===== src/rtl/mux_2x1_32b_sync.sv =====
// Two-input word selector with combinational and registered outputs.
// Optional even-parity output enabled by MUX_2X1_32B_PARITY_EN.
module mux_2x1_32b_sync #(
  parameter int WIDTH = 32,
  parameter int CNT_W = 16
) (
  input  logic             clk,
  input  logic             rst_n,
  output logic [WIDTH-1:0] Y,
  input  logic             Sel,
  input  logic [WIDTH-1:0] X0,
  input  logic [WIDTH-1:0] X1,
  output logic [WIDTH-1:0] Y_q,
  output logic             sel_q,
  output logic [CNT_W-1:0] chg_cnt
`ifdef MUX_2X1_32B_PARITY_EN
  ,
  output logic             Y_par
`endif
);

  logic [WIDTH-1:0] y_q;
  logic             sel_q_q;
  logic [CNT_W-1:0] cnt_q;
  logic [CNT_W-1:0] cnt_d;

  // Ternary merges X0/X1 bitwise when Sel is unknown.
  assign Y = Sel ? X1 : X0;

  always_comb begin
    cnt_d = cnt_q;
    if ((Sel != sel_q_q) && (cnt_q != {CNT_W{1'b1}}))
      cnt_d = cnt_q + 1'b1;
  end

  always_ff @(posedge clk) begin
    if (!rst_n) begin
      y_q     <= '0;
      sel_q_q <= 1'b0;
      cnt_q   <= '0;
    end else begin
      y_q     <= Y;
      sel_q_q <= Sel;
      cnt_q   <= cnt_d;
    end
  end

  assign Y_q     = y_q;
  assign sel_q   = sel_q_q;
  assign chg_cnt = cnt_q;

`ifdef MUX_2X1_32B_PARITY_EN
  logic par_q;

  always_ff @(posedge clk) begin
    if (!rst_n) par_q <= 1'b0;
    else        par_q <= ^Y;
  end

  assign Y_par = par_q;
`endif

endmodule


===== config.mk =====
export PLATFORM = sky130hd
export DESIGN_NAME = mux_2x1_32b_sync
export DESIGN_NICKNAME = d
export VERILOG_FILES = /design/src/rtl/mux_2x1_32b_sync.sv
export SDC_FILE = /design/constraint.sdc
export NUM_CORES = 1
export LEC_CHECK = 0
export CELL_PAD_IN_SITES_DETAIL_PLACEMENT = 0
export CELL_PAD_IN_SITES_GLOBAL_PLACEMENT = 1
export CORE_AREA = 2 2 119 75
export CTS_CLUSTER_SIZE = 16
export DETAILED_ROUTE_END_ITERATION = 10
export DIE_AREA = 0 0 121 77
export HOLD_SLACK_MARGIN = 0.06
export PLACE_DENSITY_LB_ADDON = 0.1
export SLEW_MARGIN = 20
export SYNTH_ARGS = -nofsm -noshare
export SYNTH_HDL_FRONTEND = slang
export SYNTH_SLANG_ARGS = --single-unit

===== constraint.sdc =====
create_clock -name clk -period 2.35 [get_ports clk]
set_input_delay 0.47 -clock clk [delete_from_list [all_inputs] [get_ports clk]]
set_output_delay 0.47 -clock clk [all_outputs]
set_load 0.05 [all_outputs]

==> metrics.txt, run 1 <==
# TYPE chip_impl_metric gauge
chip_impl_info{name="outcome",value="completed"} 1
chip_impl_metric{name="final.min_clock_period",unit="ns"} 2.10
chip_impl_metric{name="finalMaxSlewViolations",unit=""} 0
chip_impl_metric{name="final_antenna_net_count",unit=""} 0
chip_impl_info{name="slowest_stage",value="sky130_fd_sc_hd__clkdlybuf4s50_1"} 1
chip_impl_metric{name="die_width",unit="µm"} 121
chip_impl_info{name="cts-root-buf",value="sky130_fd_sc_hd__clkbuf_16"} 1
chip_impl_metric{name="final.setup.tns",unit="ns"} 0
chip_impl_metric{name="syn_inst",unit=""} 201
chip_impl_metric{name="antenna_found_initial",unit=""} 0
chip_impl_info{name="timing_worst_setup_path_type",value="reg -> out"} 1
chip_impl_metric{name="ff2ff_setup_slack",unit="ns"} 0.49
chip_impl_metric{name="dpl.hpwl",unit="mm"} 4.94
chip_impl_metric{name="drt-pass1-iter-count",unit=""} 4
chip_impl_metric{name="globalRouteTotalUtil",unit="%"} 13.8
chip_impl_metric{name="post-cts-setup-buffer-count",unit=""} 0
chip_impl_metric{name="via_per_inst",unit=""} 4.37
chip_impl_metric{name="ys_warn_count",unit=""} 0
chip_impl_metric{name="synth_nets",unit=""} 269
chip_impl_metric{name="holdBufCountCts",unit=""} 0
chip_impl_metric{name="setup_viol_count_final",unit=""} 0
chip_impl_metric{name="grt_pass1_wl",unit="mm"} 9.98
chip_impl_metric{name="cts.reportedPaths.clkPinSlew",unit="ns"} 0.07
chip_impl_metric{name="wl_per_cell",unit="µm"} 14.2
chip_impl_metric{name="htreeDepth",unit=""} 2
chip_impl_info{name="whs_endpoint",value="chg_cnt[1]$_SDFFE_PN0P_"} 1
chip_impl_info{name="unrepaired_setup_endpoints_after_global_routing",value="false"} 1
chip_impl_metric{name="finalHoldViolations",unit=""} 0
chip_impl_metric{name="routed-via-count",unit=""} 2014
chip_impl_metric{name="grt_start_max_net_pins",unit=""} 47
chip_impl_info{name="clock_tree_from_tritoncts",value="done"} 1
chip_impl_metric{name="post-route-period-util",unit="%"} 89.3
chip_impl_metric{name="clock_sink_count",unit=""} 49
chip_impl_info{name="rr_startpoint",value="chg_cnt[0]$_SDFFE_PN0P_"} 1
chip_impl_metric{name="max_slew.worst_pin.slew",unit="ns"} 0.542
chip_impl_metric{name="insertion_delay",unit="ns"} 0.29
chip_impl_metric{name="ctsLongestPathBuffers",unit=""} 2
chip_impl_metric{name="wirelength",unit="mm"} 6.53
chip_impl_info{name="crit_family",value="buffers and inverters"} 1
chip_impl_metric{name="leakage",unit="nW"} 1.48
chip_impl_metric{name="slew_headroom",unit="%"} 63.8
chip_impl_metric{name="path_max_fanout",unit=""} 3
chip_impl_metric{name="post_synthesis_cell_area",unit="µm²"} 2150
chip_impl_metric{name="finalWeightedCongestion",unit=""} 0.727
chip_impl_metric{name="floorplan.initialDensity",unit="%"} 26.1
chip_impl_metric{name="cts_resized",unit=""} 0
chip_impl_metric{name="i_o_pins",unit=""} 148
chip_impl_metric{name="drc",unit=""} 0
chip_impl_metric{name="flow.area_growth_from_synthesis",unit="%"} 77.8
chip_impl_metric{name="global_route.overflow_total",unit=""} 0
chip_impl_metric{name="timing.critical_path.arrival",unit="ns"} 1.63
chip_impl_metric{name="max-cap-violations",unit=""} 0
chip_impl_metric{name="layout.core_utilization",unit="%"} 46.4
chip_impl_metric{name="core_region_area",unit="µm²"} 8230
chip_impl_metric{name="nNetsFinal",unit=""} 416
chip_impl_metric{name="row_count",unit=""} 26
chip_impl_metric{name="number_of_filler_instances_in_the_final_layout",unit=""} 788
chip_impl_metric{name="critical_path.n_buffers_inverters",unit=""} 1
chip_impl_metric{name="via_count_of_the_first_global_routing_pass",unit=""} 1871
chip_impl_metric{name="synth_area_per_cell",unit="µm²"} 10.7
chip_impl_metric{name="netlist-cell-type-count",unit=""} 34
chip_impl_info{name="kind_of_launch_point_of_the_worst_setup_path",value="register"} 1
chip_impl_metric{name="total_clock_buffers_created_by_cts",unit=""} 5
chip_impl_metric{name="first_iter_violations",unit=""} 49
chip_impl_metric{name="layout_cell_share_with_drive_strength_beyond_1",unit="%"} 23.8
chip_impl_metric{name="cpPeakStageDelay",unit="ns"} 0.87
chip_impl_metric{name="worstRegToRegCells",unit=""} 5
chip_impl_info{name="worstHoldStart",value="chg_cnt[1]$_SDFFE_PN0P_"} 1
chip_impl_metric{name="die_h",unit="µm"} 77
chip_impl_metric{name="whs_path_depth",unit=""} 2
chip_impl_metric{name="port_buffers",unit=""} 147
chip_impl_metric{name="post-layout-total-power",unit="mW"} 2.35
chip_impl_info{name="worstPathCellList",value="clkdlybuf4s50_1"} 1
chip_impl_info{name="worst_setup_path_end_kind",value="primary output"} 1
chip_impl_info{name="type_of_the_tightest_min_delay_check",value="reg -> reg"} 1
chip_impl_metric{name="synth.ff_latch_count",unit=""} 49
chip_impl_metric{name="clock.fmax",unit="MHz"} 476
chip_impl_metric{name="power_density",unit="nW/µm²"} 616
chip_impl_metric{name="num_antenna_cells",unit=""} 0
chip_impl_metric{name="timing.clock.skew",unit="ns"} 0.00561
chip_impl_info{name="r2r_endpoint",value="chg_cnt[2]$_SDFFE_PN0P_"} 1
chip_impl_metric{name="floorplan.die_area",unit="µm²"} 9320
chip_impl_metric{name="vdd.ir_drop.worst",unit="µV"} 265
chip_impl_metric{name="seq_area_frac_synth",unit="%"} 45.7
chip_impl_metric{name="worst-endpoint-required",unit="ns"} 1.88
[report_power, final]
part | internal (mW) | total, mW | switching [mW]
Clock | 0.451 | 0.757 | 0.306
Combinational | 0.287 | 0.707 | 0.420
Sequential | 0.873 | 0.889 | 0.0156
Total | 1.61 | 2.35 | 0.741
[metal layers]
metal,GRT usage [%],share of wire [%],up-vias
met2,20.7,41,87
met5,0,0,-
met3,4.46,9.4,10
met4,5.47,1.9,0
li1,-,-,1011
met1,18.3,48,906
[cells by family after synthesis]
group / after synthesis / share of synthesized area (%)
compound gates: 22 / 6.82
xor+xnor: 2 / 1.69
fa+ha+maj: 1 / 0.583
buf+inv: 12 / 2.45
flops: 49 / 45.7
mux: 37 / 19.1
simple gates: 78 / 23.7
[layout make-up]
type | count | area (µm²) | area share [%]
sequential | 49 | 981 | 25.7
multi-input combinational | 140 | 1110 | 29.2
timing repair buffer | 149 | 1410 | 37.0
tap | 112 | 140 | 3.67
inverter | 3 | 11.3 | 0.295
clock buffer | 7 | 153 | 4.00
clock inverter | 1 | 5.00 | 0.131
[registers in the layout, indices dropped and copies added, names as in the netlist]
name and cells:
Y_q 32, chg_cnt 16, sel_q 1
[Yosys cell counts]
| master | n | area, µm² |
|---|---|---|
| sky130_fd_sc_hd__clkinv_1 | 1 | 3.75 |
| sky130_fd_sc_hd__nand2b_4 | 1 | 13.8 |
| sky130_fd_sc_hd__dfxtp_1 | 49 | 981 |
| sky130_fd_sc_hd__o21ai_0 | 4 | 20.0 |
| sky130_fd_sc_hd__buf_6 | 1 | 11.3 |
| sky130_fd_sc_hd__ha_1 | 1 | 12.5 |
| sky130_fd_sc_hd__or2_2 | 2 | 12.5 |
| sky130_fd_sc_hd__a311oi_1 | 1 | 8.76 |
| sky130_fd_sc_hd__o311ai_0 | 1 | 8.76 |
| sky130_fd_sc_hd__or4_1 | 3 | 22.5 |
| sky130_fd_sc_hd__xor2_4 | 1 | 27.5 |
| sky130_fd_sc_hd__mux2_2 | 32 | 360 |
| sky130_fd_sc_hd__mux2i_1 | 5 | 50.1 |
| sky130_fd_sc_hd__o31ai_1 | 4 | 30.0 |
| sky130_fd_sc_hd__inv_1 | 2 | 7.51 |
| sky130_fd_sc_hd__nand3_1 | 3 | 15.0 |
| sky130_fd_sc_hd__nand4_1 | 6 | 37.5 |
| sky130_fd_sc_hd__nor2_1 | 1 | 3.75 |
| sky130_fd_sc_hd__nand2b_1 | 5 | 31.3 |
| sky130_fd_sc_hd__nor3_1 | 2 | 10.0 |
| sky130_fd_sc_hd__o211a_1 | 2 | 20.0 |
| sky130_fd_sc_hd__nand4_4 | 1 | 21.3 |
| sky130_fd_sc_hd__or3_1 | 1 | 6.26 |
| sky130_fd_sc_hd__a21oi_1 | 7 | 35.0 |
| sky130_fd_sc_hd__and3_1 | 2 | 12.5 |
| sky130_fd_sc_hd__nor4_1 | 4 | 25.0 |
| sky130_fd_sc_hd__and2_1 | 33 | 206 |
| sky130_fd_sc_hd__nor4_4 | 2 | 42.5 |
| sky130_fd_sc_hd__o211ai_1 | 2 | 15.0 |
| sky130_fd_sc_hd__o41ai_1 | 1 | 8.76 |
| sky130_fd_sc_hd__clkbuf_1 | 8 | 30.0 |
| sky130_fd_sc_hd__xnor2_1 | 1 | 8.76 |
| sky130_fd_sc_hd__nor2_2 | 1 | 6.26 |
| sky130_fd_sc_hd__nand2_1 | 11 | 41.3 |
[worst max-delay path by stage]
stage,from,end,slack (ns),cells after the start
6_report,sel_q$_SDFF_PN0_,sel_q,0.25,1
5_1_grt,chg_cnt[3]$_SDFFE_PN0P_,chg_cnt[3],0.18,1
4_1_cts,sel_q$_SDFF_PN0_,sel_q,0.22,1
3_5_place_dp,Sel,chg_cnt[11]$_SDFFE_PN0P_,0.36,6
3_3_place_gp,Sel,chg_cnt[11]$_SDFFE_PN0P_,0.38,6
2_1_floorplan,chg_cnt[0]$_SDFFE_PN0P_,chg_cnt[2]$_SDFFE_PN0P_,0.34,5
[placed cells by master (no fill, tap or decap), types with 4 or more instances in the layout]
master	Yosys	layout
sky130_fd_sc_hd__a21oi_1	7	7
sky130_fd_sc_hd__o31ai_1	4	4
sky130_fd_sc_hd__mux2_2	32	32
sky130_fd_sc_hd__o21ai_0	4	4
sky130_fd_sc_hd__buf_4	0	33
sky130_fd_sc_hd__nand2_1	11	11
sky130_fd_sc_hd__mux2i_1	5	5
sky130_fd_sc_hd__nor4_1	4	4
sky130_fd_sc_hd__nand2b_1	5	5
sky130_fd_sc_hd__dfxtp_1	49	49
sky130_fd_sc_hd__clkbuf_16	0	5
sky130_fd_sc_hd__nand4_1	6	6
sky130_fd_sc_hd__and2_1	33	33
sky130_fd_sc_hd__clkdlybuf4s50_1	0	114
[per-stage QoR]
stage                     area, µm²  setup slack, ns  hold slack (ns)  instances
final                          3820            0.250            0.509        461
after global routing           3820            0.184            0.542        461
after CTS                      3820            0.221            0.511        461
after detailed placement       3660            0.363            0.493        453
after global placement         3660            0.376            0.480        453
after floorplan                2150            0.340            0.673        201
Power figures use the tool's default switching activity.
==> inputs of run 2 (changes only) <==
--- a/config.mk
+++ b/config.mk
@@ -13,6 +13,7 @@
 export DIE_AREA = 0 0 121 77
 export HOLD_SLACK_MARGIN = 0.06
 export PLACE_DENSITY_LB_ADDON = 0.1
+export SETUP_SLACK_MARGIN = 0.1
 export SLEW_MARGIN = 20
 export SYNTH_ARGS = -nofsm -noshare
 export SYNTH_HDL_FRONTEND = slang
==> constraint.sdc (replaced) <==
create_clock -name clk -period 2.35 [get_ports clk]
set_input_delay 0.235 -clock clk [delete_from_list [all_inputs] [get_ports clk]]
set_output_delay 0.235 -clock clk [all_outputs]
set_load 0.05 [all_outputs]
==> run 2 against run 1 <==
  * Global-route usage shrank 0.12 points
  * Register-to-register slack is essentially flat
  * Non-clock buffer count grew 1
  * Final cell count grew 0.22%
  * Routed wire length shrank 0.31%
  * Sequential cell count is the same
  * Utilization shrank 0.32 points
  * Critical path type is now reg -> reg
  * Critical endpoint is now chg_cnt[2]$_SDFFE_PN0P_
  * Critical path depth grew 4
  * Sequential power is essentially flat
  * Fmax grew 13%
==> metrics.txt, run 2 (same netlist as run 1, synthesis figures left out) <==
# TYPE chip_impl_metric gauge
chip_impl_metric{name="htreeDepth",unit=""} 2
chip_impl_info{name="cts-root-buf",value="sky130_fd_sc_hd__clkbuf_16"} 1
chip_impl_metric{name="first_iter_violations",unit=""} 136
chip_impl_metric{name="die_h",unit="µm"} 77
chip_impl_info{name="most-common-layout-cells",value="sky130_fd_sc_hd__clkdlybuf4s50_1, sky130_fd_sc_hd__dfxtp_1, sky130_fd_sc_hd__buf_4, sky130_fd_sc_hd__and2_1, sky130_fd_sc_hd__mux2_2"} 1
chip_impl_metric{name="cts_resized",unit=""} 0
chip_impl_metric{name="die_width",unit="µm"} 121
chip_impl_metric{name="vdd.ir_drop.worst",unit="µV"} 321
chip_impl_metric{name="finalHoldViolations",unit=""} 0
chip_impl_metric{name="total_clock_buffers_created_by_cts",unit=""} 5
chip_impl_metric{name="globalRouteTotalUtil",unit="%"} 13.7
chip_impl_info{name="mostFrequentLayoutCell",value="sky130_fd_sc_hd__clkdlybuf4s50_1"} 1
chip_impl_metric{name="via_count_of_the_first_global_routing_pass",unit=""} 1891
chip_impl_metric{name="power_density",unit="nW/µm²"} 599
chip_impl_metric{name="timing.clock.skew",unit="ns"} 0.00513
chip_impl_metric{name="ctsLongestPathBuffers",unit=""} 2
chip_impl_metric{name="grt_pass1_wl",unit="mm"} 10.1
chip_impl_info{name="rr_startpoint",value="chg_cnt[0]$_SDFFE_PN0P_"} 1
chip_impl_metric{name="max_slew.worst_pin.slew",unit="ns"} 0.541
chip_impl_metric{name="port_buffers",unit=""} 147
chip_impl_info{name="outcome",value="completed"} 1
chip_impl_metric{name="row_count",unit=""} 26
chip_impl_metric{name="dp_cells",unit=""} 454
chip_impl_metric{name="routed-via-count",unit=""} 2006
chip_impl_metric{name="slew_headroom",unit="%"} 63.8
chip_impl_info{name="worst_setup_path_end_kind",value="register"} 1
chip_impl_metric{name="path_max_fanout",unit=""} 6
chip_impl_metric{name="drc",unit=""} 0
chip_impl_metric{name="drt-pass1-iter-count",unit=""} 4
chip_impl_metric{name="cts.reportedPaths.clkPinSlew",unit="ns"} 0.06
chip_impl_metric{name="finalMaxSlewViolations",unit=""} 0
chip_impl_metric{name="core_region_area",unit="µm²"} 8230
chip_impl_metric{name="post-cts-setup-buffer-count",unit=""} 0
chip_impl_metric{name="worst-endpoint-required",unit="ns"} 2.54
chip_impl_metric{name="largest_reg_flops",unit=""} 32
chip_impl_metric{name="timing.critical_path.arrival",unit="ns"} 2.04
chip_impl_info{name="timing.critical_path.to",value="chg_cnt[2]$_SDFFE_PN0P_"} 1
chip_impl_metric{name="ff2ff_setup_slack",unit="ns"} 0.50
chip_impl_metric{name="post-route-period-util",unit="%"} 78.8
chip_impl_metric{name="layout_cell_share_with_drive_strength_beyond_1",unit="%"} 23.1
chip_impl_metric{name="insertion_delay",unit="ns"} 0.28
chip_impl_metric{name="final.min_clock_period",unit="ns"} 1.85
chip_impl_metric{name="flow.area_growth_from_synthesis",unit="%"} 76.6
chip_impl_metric{name="layout.core_utilization",unit="%"} 46.1
chip_impl_metric{name="dpl.hpwl",unit="mm"} 5.03
chip_impl_metric{name="clock.fmax",unit="MHz"} 540
chip_impl_metric{name="floorplan.initialDensity",unit="%"} 26.1
chip_impl_info{name="clock_tree_from_tritoncts",value="done"} 1
chip_impl_metric{name="layout.cell_area.non_filler",unit="µm²"} 3790
chip_impl_metric{name="holdBufCountCts",unit=""} 0
chip_impl_metric{name="max-cap-violations",unit=""} 0
chip_impl_metric{name="detailed_place.area",unit="µm²"} 3650
chip_impl_metric{name="clock_sink_count",unit=""} 49
chip_impl_metric{name="setup_viol_count_final",unit=""} 0
chip_impl_metric{name="nNetsFinal",unit=""} 417
chip_impl_info{name="type_of_the_tightest_min_delay_check",value="in -> reg"} 1
chip_impl_metric{name="via_per_inst",unit=""} 4.34
chip_impl_metric{name="i_o_pins",unit=""} 148
chip_impl_info{name="setup.worst_path.start",value="chg_cnt[0]$_SDFFE_PN0P_"} 1
chip_impl_metric{name="num_antenna_cells",unit=""} 0
chip_impl_metric{name="leakage",unit="nW"} 1.47
chip_impl_info{name="timing_worst_setup_path_type",value="reg -> reg"} 1
chip_impl_metric{name="final_antenna_net_count",unit=""} 0
chip_impl_metric{name="antenna_found_initial",unit=""} 0
chip_impl_metric{name="global_route.overflow_total",unit=""} 0
chip_impl_metric{name="wl_per_cell",unit="µm"} 14.1
chip_impl_metric{name="wirelength",unit="mm"} 6.51
chip_impl_metric{name="finalWeightedCongestion",unit=""} 0.757
chip_impl_metric{name="floorplan.die_area",unit="µm²"} 9320
chip_impl_metric{name="stdcell_count",unit=""} 462
chip_impl_info{name="r2r_endpoint",value="chg_cnt[2]$_SDFFE_PN0P_"} 1
chip_impl_metric{name="grt_start_max_net_pins",unit=""} 47
chip_impl_metric{name="final.setup.tns",unit="ns"} 0
chip_impl_metric{name="worstRegToRegCells",unit=""} 5
chip_impl_info{name="kind_of_launch_point_of_the_worst_setup_path",value="register"} 1
chip_impl_info{name="unrepaired_setup_endpoints_after_global_routing",value="false"} 1
[run 2: cell count changes in the layout (fill, tap and decap cells not counted), sizes merged]
cell | previous run | this run
clkbuf | 7 | 8
buf | 35 | 36
clkinv | 2 | 1
[run 2: stage by stage]
| step | hold slack, ns | worst slack (ns) | total power [mW] |
|---|---|---|---|
| floorplan | 0.438 | 0.340 | 1.34 |
| global placement | 0.473 | 0.561 | 1.62 |
| detailed placement | 0.487 | 0.522 | 1.62 |
| CTS | 0.457 | 0.494 | 2.31 |
| global route | 0.503 | 0.319 | 2.36 |
| finish | 0.455 | 0.498 | 2.27 |
[run 2: layer usage]
metal | GRT usage (%) | share of wire, %
met3 | 4.46 | 9.7
met1 | 18.2 | 45
met5 | 0 | 0
met4 | 2.79 | 0.52
met2 | 21.6 | 45
[run 2: worst min path at each step]
stage                                   end  cells after the start                     from
floorplan           chg_cnt[4]$_SDFFE_PN0P_                      2                    rst_n
global placement    chg_cnt[1]$_SDFFE_PN0P_                      2  chg_cnt[1]$_SDFFE_PN0P_
detailed placement  chg_cnt[1]$_SDFFE_PN0P_                      2  chg_cnt[1]$_SDFFE_PN0P_
CTS                 chg_cnt[3]$_SDFFE_PN0P_                      4                      Sel
global route        chg_cnt[3]$_SDFFE_PN0P_                      4                      Sel
finish              chg_cnt[3]$_SDFFE_PN0P_                      4                      Sel
[run 2: cell type report]
class / instances / area, µm²
well taps: 112 / 140
inverters: 3 / 11.3
repair buffers: 150 / 1410
fillers: 793 / 4440
clock buffers: 8 / 136
multi-input cells: 140 / 1110
flip-flops and latches: 49 / 981
[run 2: worst max-delay path: stages (launching register included)]
cell and delay [ns]:
sky130_fd_sc_hd__dfxtp_1 0.39, sky130_fd_sc_hd__ha_1 0.22, sky130_fd_sc_hd__nand3_1 0.29, sky130_fd_sc_hd__nor4_4 0.47, sky130_fd_sc_hd__nor2_2 0.13, sky130_fd_sc_hd__a311oi_1 0.27
[run 2: power breakdown]
part	internal, mW	switching (mW)
combinational	0.286	0.421
sequential	0.873	0.0164
clock	0.396	0.277
